File: src/rtl/mem_access_arbiter.sv
// Round-robin arbiter sharing one memory_access port between kernel-fetch (0)
// and pixel-fetch (1); serializes reads, returns data, aborts hung transactions.
module mem_access_arbiter #(
  parameter int TIMEOUT_CYCLES = 64
) (
  input  logic        CLK,
  input  logic        RESET,
  input  logic [1:0]  REQ,
  input  logic [2:0]  CTRL0,
  input  logic [2:0]  CTRL1,
  input  logic [47:0] ADDR0,
  input  logic [47:0] ADDR1,
  output logic [1:0]  GNT,
  output logic [1:0]  DONE,
  output logic [47:0] RDATA,
  output logic        TIMEOUT_ERR,
  output logic        BUSY,
  output logic        MEM_ENABLE,
  output logic [2:0]  MEM_CTRL,
  output logic [47:0] MEM_ADDRESS,
  input  logic [47:0] MEM_READ,
  input  logic        MEM_HANDSHAKE,
  output logic [1:0]  dbg_state
);

  // Handshakes: a requester holds REQ/CTRL/ADDR until GNT, GNT stays high for the
  // whole owned transaction and DONE pulses once with RDATA. Memory side: ENABLE
  // stays high until HANDSHAKE is seen, and GNT is only released once HANDSHAKE
  // has dropped, so a lingering HANDSHAKE can never complete the next transaction.

  localparam int CW = $clog2(TIMEOUT_CYCLES + 1);
  localparam logic [CW-1:0] CNT_LAST = CW'(TIMEOUT_CYCLES - 1);

  typedef enum logic [1:0] {
    ST_IDLE    = 2'd0,
    ST_WAIT    = 2'd1,
    ST_RELEASE = 2'd2
  } state_t;

  state_t        state_q, state_d;
  logic          last_grant_q, last_grant_d;
  logic [CW-1:0] cnt_q, cnt_d;
  logic [1:0]    gnt_q, gnt_d;
  logic [1:0]    done_q, done_d;
  logic [47:0]   rdata_q, rdata_d;
  logic          err_q, err_d;
  logic          busy_q, busy_d;
  logic          enable_q, enable_d;
  logic [2:0]    ctrl_q, ctrl_d;
  logic [47:0]   addr_q, addr_d;
  logic          win;

  // On a tie the requester that did not win last time takes the port.
  always_comb begin
    win = 1'b0;
    case (REQ)
      2'b01:   win = 1'b0;
      2'b10:   win = 1'b1;
      2'b11:   win = ~last_grant_q;
      default: win = 1'b0;
    endcase
  end

  always_comb begin
    state_d      = state_q;
    last_grant_d = last_grant_q;
    cnt_d        = cnt_q;
    gnt_d        = gnt_q;
    done_d       = 2'b00;
    rdata_d      = rdata_q;
    err_d        = err_q;
    enable_d     = enable_q;
    ctrl_d       = ctrl_q;
    addr_d       = addr_q;
    case (state_q)
      ST_IDLE: begin
        if (REQ != 2'b00) begin
          state_d      = ST_WAIT;
          last_grant_d = win;
          gnt_d        = win ? 2'b10 : 2'b01;
          enable_d     = 1'b1;
          cnt_d        = '0;
          ctrl_d       = win ? CTRL1 : CTRL0;
          addr_d       = win ? ADDR1 : ADDR0;
        end
      end
      ST_WAIT: begin
        // A handshake arriving on the timeout edge still counts as a completion.
        if (MEM_HANDSHAKE) begin
          rdata_d  = MEM_READ;
          done_d   = gnt_q;
          enable_d = 1'b0;
          state_d  = ST_RELEASE;
        end else if (cnt_q == CNT_LAST) begin
          rdata_d  = '0;
          done_d   = gnt_q;
          err_d    = 1'b1;
          enable_d = 1'b0;
          state_d  = ST_RELEASE;
        end else if (cnt_q != '1) begin
          cnt_d = cnt_q + CW'(1);
        end
      end
      ST_RELEASE: begin
        if (!MEM_HANDSHAKE) begin
          state_d = ST_IDLE;
          gnt_d   = 2'b00;
        end
      end
      default: begin
        state_d  = ST_IDLE;
        gnt_d    = 2'b00;
        enable_d = 1'b0;
      end
    endcase
    busy_d = (state_d != ST_IDLE);
  end

  always_ff @(posedge CLK) begin
    if (RESET) begin
      state_q      <= ST_IDLE;
      last_grant_q <= 1'b1;
      cnt_q        <= '0;
      gnt_q        <= 2'b00;
      done_q       <= 2'b00;
      rdata_q      <= '0;
      err_q        <= 1'b0;
      busy_q       <= 1'b0;
      enable_q     <= 1'b0;
      ctrl_q       <= '0;
      addr_q       <= '0;
    end else begin
      state_q      <= state_d;
      last_grant_q <= last_grant_d;
      cnt_q        <= cnt_d;
      gnt_q        <= gnt_d;
      done_q       <= done_d;
      rdata_q      <= rdata_d;
      err_q        <= err_d;
      busy_q       <= busy_d;
      enable_q     <= enable_d;
      ctrl_q       <= ctrl_d;
      addr_q       <= addr_d;
    end
  end

  assign GNT         = gnt_q;
  assign DONE        = done_q;
  assign RDATA       = rdata_q;
  assign TIMEOUT_ERR = err_q;
  assign BUSY        = busy_q;
  assign MEM_ENABLE  = enable_q;
  assign MEM_CTRL    = ctrl_q;
  assign MEM_ADDRESS = addr_q;
  assign dbg_state   = state_q;

endmodule

File: config.mk
export PLATFORM = sky130hd
export DESIGN_NAME = mem_access_arbiter
export DESIGN_NICKNAME = d
export VERILOG_FILES = /design/src/rtl/mem_access_arbiter.sv
export SDC_FILE = /design/constraint.sdc
export NUM_CORES = 1
export LEC_CHECK = 0
export ABC_AREA = 1
export ABC_CLOCK_PERIOD_IN_PS = 2000
export CORE_UTILIZATION = 35
export DETAILED_ROUTE_END_ITERATION = 12
export GPL_ROUTABILITY_DRIVEN = 0
export PLACE_DENSITY = 0.74
export RECOVER_POWER = 100
export SYNTH_ARGS = -nofsm -noshare
export SYNTH_HDL_FRONTEND = slang
export SYNTH_SLANG_ARGS = --single-unit
File: constraint.sdc
create_clock -name CLK -period 2 [get_ports CLK]
set_input_delay 0.2 -clock CLK [delete_from_list [all_inputs] [get_ports CLK]]
set_output_delay 0.2 -clock CLK [all_outputs]
set_load 0.02 [all_outputs]
# Word-level counts from Yosys, hierarchy flattened
# Index checks and enable logic that the tools add are counted.
[op_classes]
n_addsub = 1
n_mul = 0
div_mod_pow = 0
order_cmp = 0
eq_ne = 12
n_shift = 0
muxes = 25
n_bitwise = 4
n_reduce_logical = 12
[ops]
columns = ["op", "n"]
rows = [
  ["48-bit 2-to-1 mux", 3],
  ["7-bit 2-to-1 mux", 4],
  ["2-bit 2-to-1 mux", 9],
  ["7-bit one-hot mux with 2 select lines", 1],
  ["2-bit one-hot mux with 3 select lines", 2],
  ["2-bit != test, second input constant", 5],
  ["3-bit AND reduction", 3],
  ["2-bit nonzero test", 4],
  ["7-bit by 1-bit adder with 7-bit output, second input constant", 1],
  ["7-bit by 6-bit equality test with 1-bit output, second input constant", 1],
  ["7-bit != test, second input constant", 1],
  ["2-bit equality test, second input constant", 3],
  ["5-bit AND reduction", 1],
  ["1-bit NOT", 4],
  ["2-bit AND reduction", 2],
  ["1-bit 2-to-1 mux", 3],
  ["3-bit 2-to-1 mux", 1],
  ["3-bit != test, second input constant", 1],
  ["1-bit one-hot mux with 3 select lines", 1],
  ["2-bit by 1-bit equality test with 1-bit output, second input constant", 1],
  ["2-bit logical NOT", 1],
  ["1-bit one-hot mux with 2 select lines", 1],
  ["2-bit OR reduction", 1],
]
[totals]
ff_bits = 116
latch_bits = 0
ram_bits = 0
romBits = 0
inputBits = 155
output_inout_bits = 108
wordCells = 65
n_memories = 0

# Depth between registers and ports, before layout
[logic_depth]
depth_word = 5
ltp_mapped = 10
mapped_depth_nobuf = 10

# Worst setup path after synthesis
# Ideal clock, no wire load.
[synth_timing]
path_type = "register -> register"
start = "register cnt_q[0]"
end = "register rdata_q[36], in the netlist RDATA[36]"
setup_time_ps = 142
arrival_time_ps = 1310
t_required_ps = 1858
path_slack_ps = 548
path_stages_with_launch = 11
path_buffers = 2
period_less_slack_ps = 1452
path_cell_list = "dfxtp_1 ha_1 nand2_2 nor2_4 nand2_1 nand2_2 nand2_2 buf_6 buf_6 nand2_1 a21oi_2"
[synth_via]
elab_chain_cells = 3
[synth_rtl]
columns = ["element", "line_no", "source"]
rows = [
  ["start: declaration", "42", "logic [CW-1:0] cnt_q, cnt_d;"],
  ["start signal: assignment", "135", "cnt_q <= cnt_d;"],
  ["7-bit by 6-bit equality test with 1-bit output", "94", "end else if (cnt_q == CNT_LAST) begin"],
  ["2-bit nonzero test (no source line)", "-", ""],
  ["2-bit AND reduction (no source line)", "-", ""],
  ["end signal: assignment", "138", "rdata_q <= rdata_d;"],
  ["end: declaration", "45", "logic [47:0] rdata_q, rdata_d;"],
]
# No other way between the ends.
# A chain may end at the register's enable or synchronous reset.

# Worst setup path after layout
[layout_timing]
start = "register state_q[1], in the netlist dbg_state[1]"
end = "output dbg_state[1]"
[layout_rtl]
columns = ["element", "line_no", "source"]
rows = [
  ["start: declaration", "40", "state_t state_q, state_d;"],
  ["start signal: assignment", "133", "state_q <= state_d;"],
  ["end: declaration", "23", "output logic [1:0] dbg_state"],
]
# No word-level cell between the ends.

==> parameters.txt <==
Parameter                              Value

Clock tree
  Resized Gates After CTS ... 0
  Root Buffer Master ... clkbuf_16
  Number of sinks on the clock net ... 116
  Clk buf depth ... 2
  CTS tree ... done
  Count of H-tree levels built during CTS ... 4
  Setup repair bufs after CTS ... 0
  Clk slew on worst S/H paths ... 50 ps
  Number of hold buffers added after cts ... 0
  Clock latency on the worst-skew pair ... 400 ps
  Inserted Clock Buffers ... 17

Place
  Estimated wirelength of the detail-placed design ... 10.45 mm
  Count of buffers from port buffering ... roughly 260

Synthesis
  Proportion of synthesized chip area in sequential cells ... about half
  Instance count of the mapped netlist ... about 600
  Area of the mapped netlist ... between 4000 and 5000 um2
  Total of flip-flops plus latches after synthesis ... 116
  Avg Cell Area, Syn ... 7.709 um2
  Most frequent cells after synthesis ... nand2_1, dfxtp_1, a31oi_1
  Proportion of netlist area held by the largest area contributor ... 48.98%
  Net Count, Synth ... 771
  Count of cell types in the netlist ... 27
  Dominant cell by count in the synthesized netlist ... nand2_1
  Most used DFF post-synth ... dfxtp_1
  Count of flip-flops with a built-in enable after synthesis ... 0
  Async set or reset register ratio after synthesis ... 0%
  Top post-synthesis cells by area ... dfxtp_1, nand2_1, a31oi_1
  Yosys warns ... 0
  Library cell occupying the most area in the post-synthesis netlist ... dfxtp_1

Worst setup path
  FF-to-FF Start ... dbg_state[0]
  Startpoint types ... register
  Highest-delay cell along the critical path ... dlygate4sd3_1
  Length in cells of the worst reg-to-reg path ... 6
  Data arrival, critical path ... 1630 ps
  Critical Path Sink Type ... output pin
  Setup slack of the most critical reg-to-reg path ... 250 ps
  Type of the setup path with the least slack ... register to output pin
  Worst path max stage delay ... about 800 ps
  Required @ worst endpoint ... 1800 ps
  Worst r2r dst ... MEM_ADDRESS[25]
  Maximum fanout along the worst path ... 5
  Critical path, cell by cell ... dlygate4sd3_1
  Delay-heaviest family, CP ... buffers and inverters
  Count of buffering cells on the critical path with inverters included ... 1

Timing
  Actual slew at the worst max-slew pin ... 534.9 ps
  Skew final ... 6.175 ps
  Final hold violations ... 0
  Peak Freq ... 545.5 MHz
  Period Utilization, post-route ... roughly nine tenths
  Setup-violating endpoint count in the final report ... 0
  Pins Over Slew Limit ... 0
  RSZ-0062 raised after global routing ... false
  Final hold slack ... between 300 and 400 ps
  Post-Route Setup TNS ... 0 ps
  Headroom to the max-slew limit ... 64.30%
  Crit path time final ... 1833 ps

Layout
  Area grow syn2layout ... 69.23%
  Ratio of cells with drive above 1 in the final layout ... 7.509%
  Fill cells ... about 1,200
  Number of nets in the layout ... 1,024
  Number of diodes ... 0

Pwr
  Power density normalized to cell area ... approximately 870 nW/um2
  Worst IR drop on VDD ... 0.5278 mV
  Leak pwr ... 3.352 nW

GRT
  Number of antenna violations at the first check in global routing ... 0
  Pin count of the biggest net entering global routing ... between 50 and 60
  Number of global-route vias before repair ... around 4,300
  Grt total ovfl ... 0
  Total GRT Usage ... between 20% and 30%
  Wire length of the first global-routing pass ... about 22 mm

Routing
  Average wire per standard cell ... 13.71 um
  Remaining routing DRC violations ... 0
  Initial drt markers ... 240
  Remaining antenna violation count after routing ... 0
  Total Wirelength ... 14.47 mm
  Detail-routed via count per cell ... 4.733
  Vias after detailed routing ... 4,993
  Number of optimization iterations in the first detailed-route pass ... 4

Floorplan
  Floorplan die area ... 14,020 um2
  Width of the die ... around 120 um
  Chip Height ... 118.4 um
  Effective utilization at floorplan ... between 30% and 40%
  Top-Level Pins ... 263
  Core Area ... about 13,000 um2
  Count of standard-cell rows ... 42

Worst hold path
  Min-delay worst type ... input pin to register
  Hold endpoint ... dbg_state[1]
  Worst hold path cell count ... 3
  Hold Path Origin ... RESET

Status
  Run status ... completed

Flow run
  Maxcap violations ... 0
[per-layer routing]
| layer | GRT usage [%] | share of wire (%) |
|---|---|---|
| met1 | 23.30 | 41 |
| met4 | 8.228 | 2.0 |
| met5 | 0 | 0 |
| met3 | 8.205 | 9.0 |
| met2 | 33.60 | 48 |
[power breakdown]
part | internal, mW | switching, mW
Clock | 1.98 | 0.976
Sequential | 2.51 | 0.0934
Combinational | 0.704 | 0.754
[worst max path at each step]
stage | start | endpoint | slack [ps] | cells after the start
6_report | dbg_state[1] | dbg_state[1] | 170 | 1
5_1_grt | cnt_q[0] | RDATA[26] | 70 | 9
4_1_cts | dbg_state[0] | dbg_state[0] | 190 | 1
3_5_place_dp | REQ[1] | MEM_ADDRESS[35] | 260 | 6
3_3_place_gp | REQ[1] | MEM_ADDRESS[41] | 270 | 6
2_1_floorplan | cnt_q[0] | RDATA[36] | 550 | 10
[stage by stage]
| stage | std cells | setup slack, ps | utilization [%] | instance area (um2) | power (mW) |
|---|---|---|---|---|---|
| floorplan | 615 | 547.6 | - | 4741 | 3.381 |
| global placement | 1025 | 271.4 | 56.69 | 7507 | 4.196 |
| detailed placement | 1025 | 255.1 | 56.69 | 7507 | 4.206 |
| CTS | 1055 | 190.5 | 61.06 | 8087 | 7.192 |
| global route | 1055 | 69.22 | 60.58 | 8023 | 7.326 |
| finish | 1055 | 166.8 | 60.58 | 8023 | 7.017 |
[registers in the layout, summed over array words and instances (netlist names)]
signal,cells
TIMEOUT_ERR,1
BUSY,1
MEM_CTRL,3
MEM_ENABLE,1
last_grant_q,1
cnt_q,7
dbg_state,2
DONE,2
RDATA,48
MEM_ADDRESS,48
GNT,2
[cell families (layout without fill, tap and decap cells)]
kind of cell               after synthesis  in the layout  share of synthesized area, %
and+or+nand+nor                        272            272                         23.46
adders and majority gates                1              1                        0.2639
buffers and inverters                   63            327                         6.968
DFF                                    116            116                         48.98
AOI/OAI and AO/OA                      163            163                         20.32
[placed cells by master, fill, tap and decap left out, types with 3 or more instances in the layout]
cell type / Yosys / final
nand2_1: 223 / 226
dlygate4sd3_1: 0 / 108
nand2_2: 14 / 11
a21oi_2: 20 / 10
o21ai_0: 44 / 49
clkbuf_16: 0 / 17
a31oi_1: 51 / 51
clkdlybuf4s50_1: 0 / 153
clkbuf_8: 0 / 5
clkinv_1: 3 / 3
dfxtp_1: 116 / 116
inv_1: 16 / 17
o21ai_1: 10 / 5
buf_4: 0 / 5
nand3_1: 13 / 15
nor2_1: 14 / 14
buf_12: 1 / 6
clkbuf_1: 19 / 5
a21oi_1: 35 / 45
[layout make-up]
cell class	instances	area (um2)	area share (%)
repair buffers	276	2789	34.76
flip-flops and latches	116	2322	28.95
multi-input cells	436	2033	25.34
clock buffers	26	509.2	6.347
well taps	176	220.2	2.745
inverters	21	78.83	0.9825
clock inverters	4	70.07	0.8734
No activity file was read; power rests on OpenSTA's default activity.
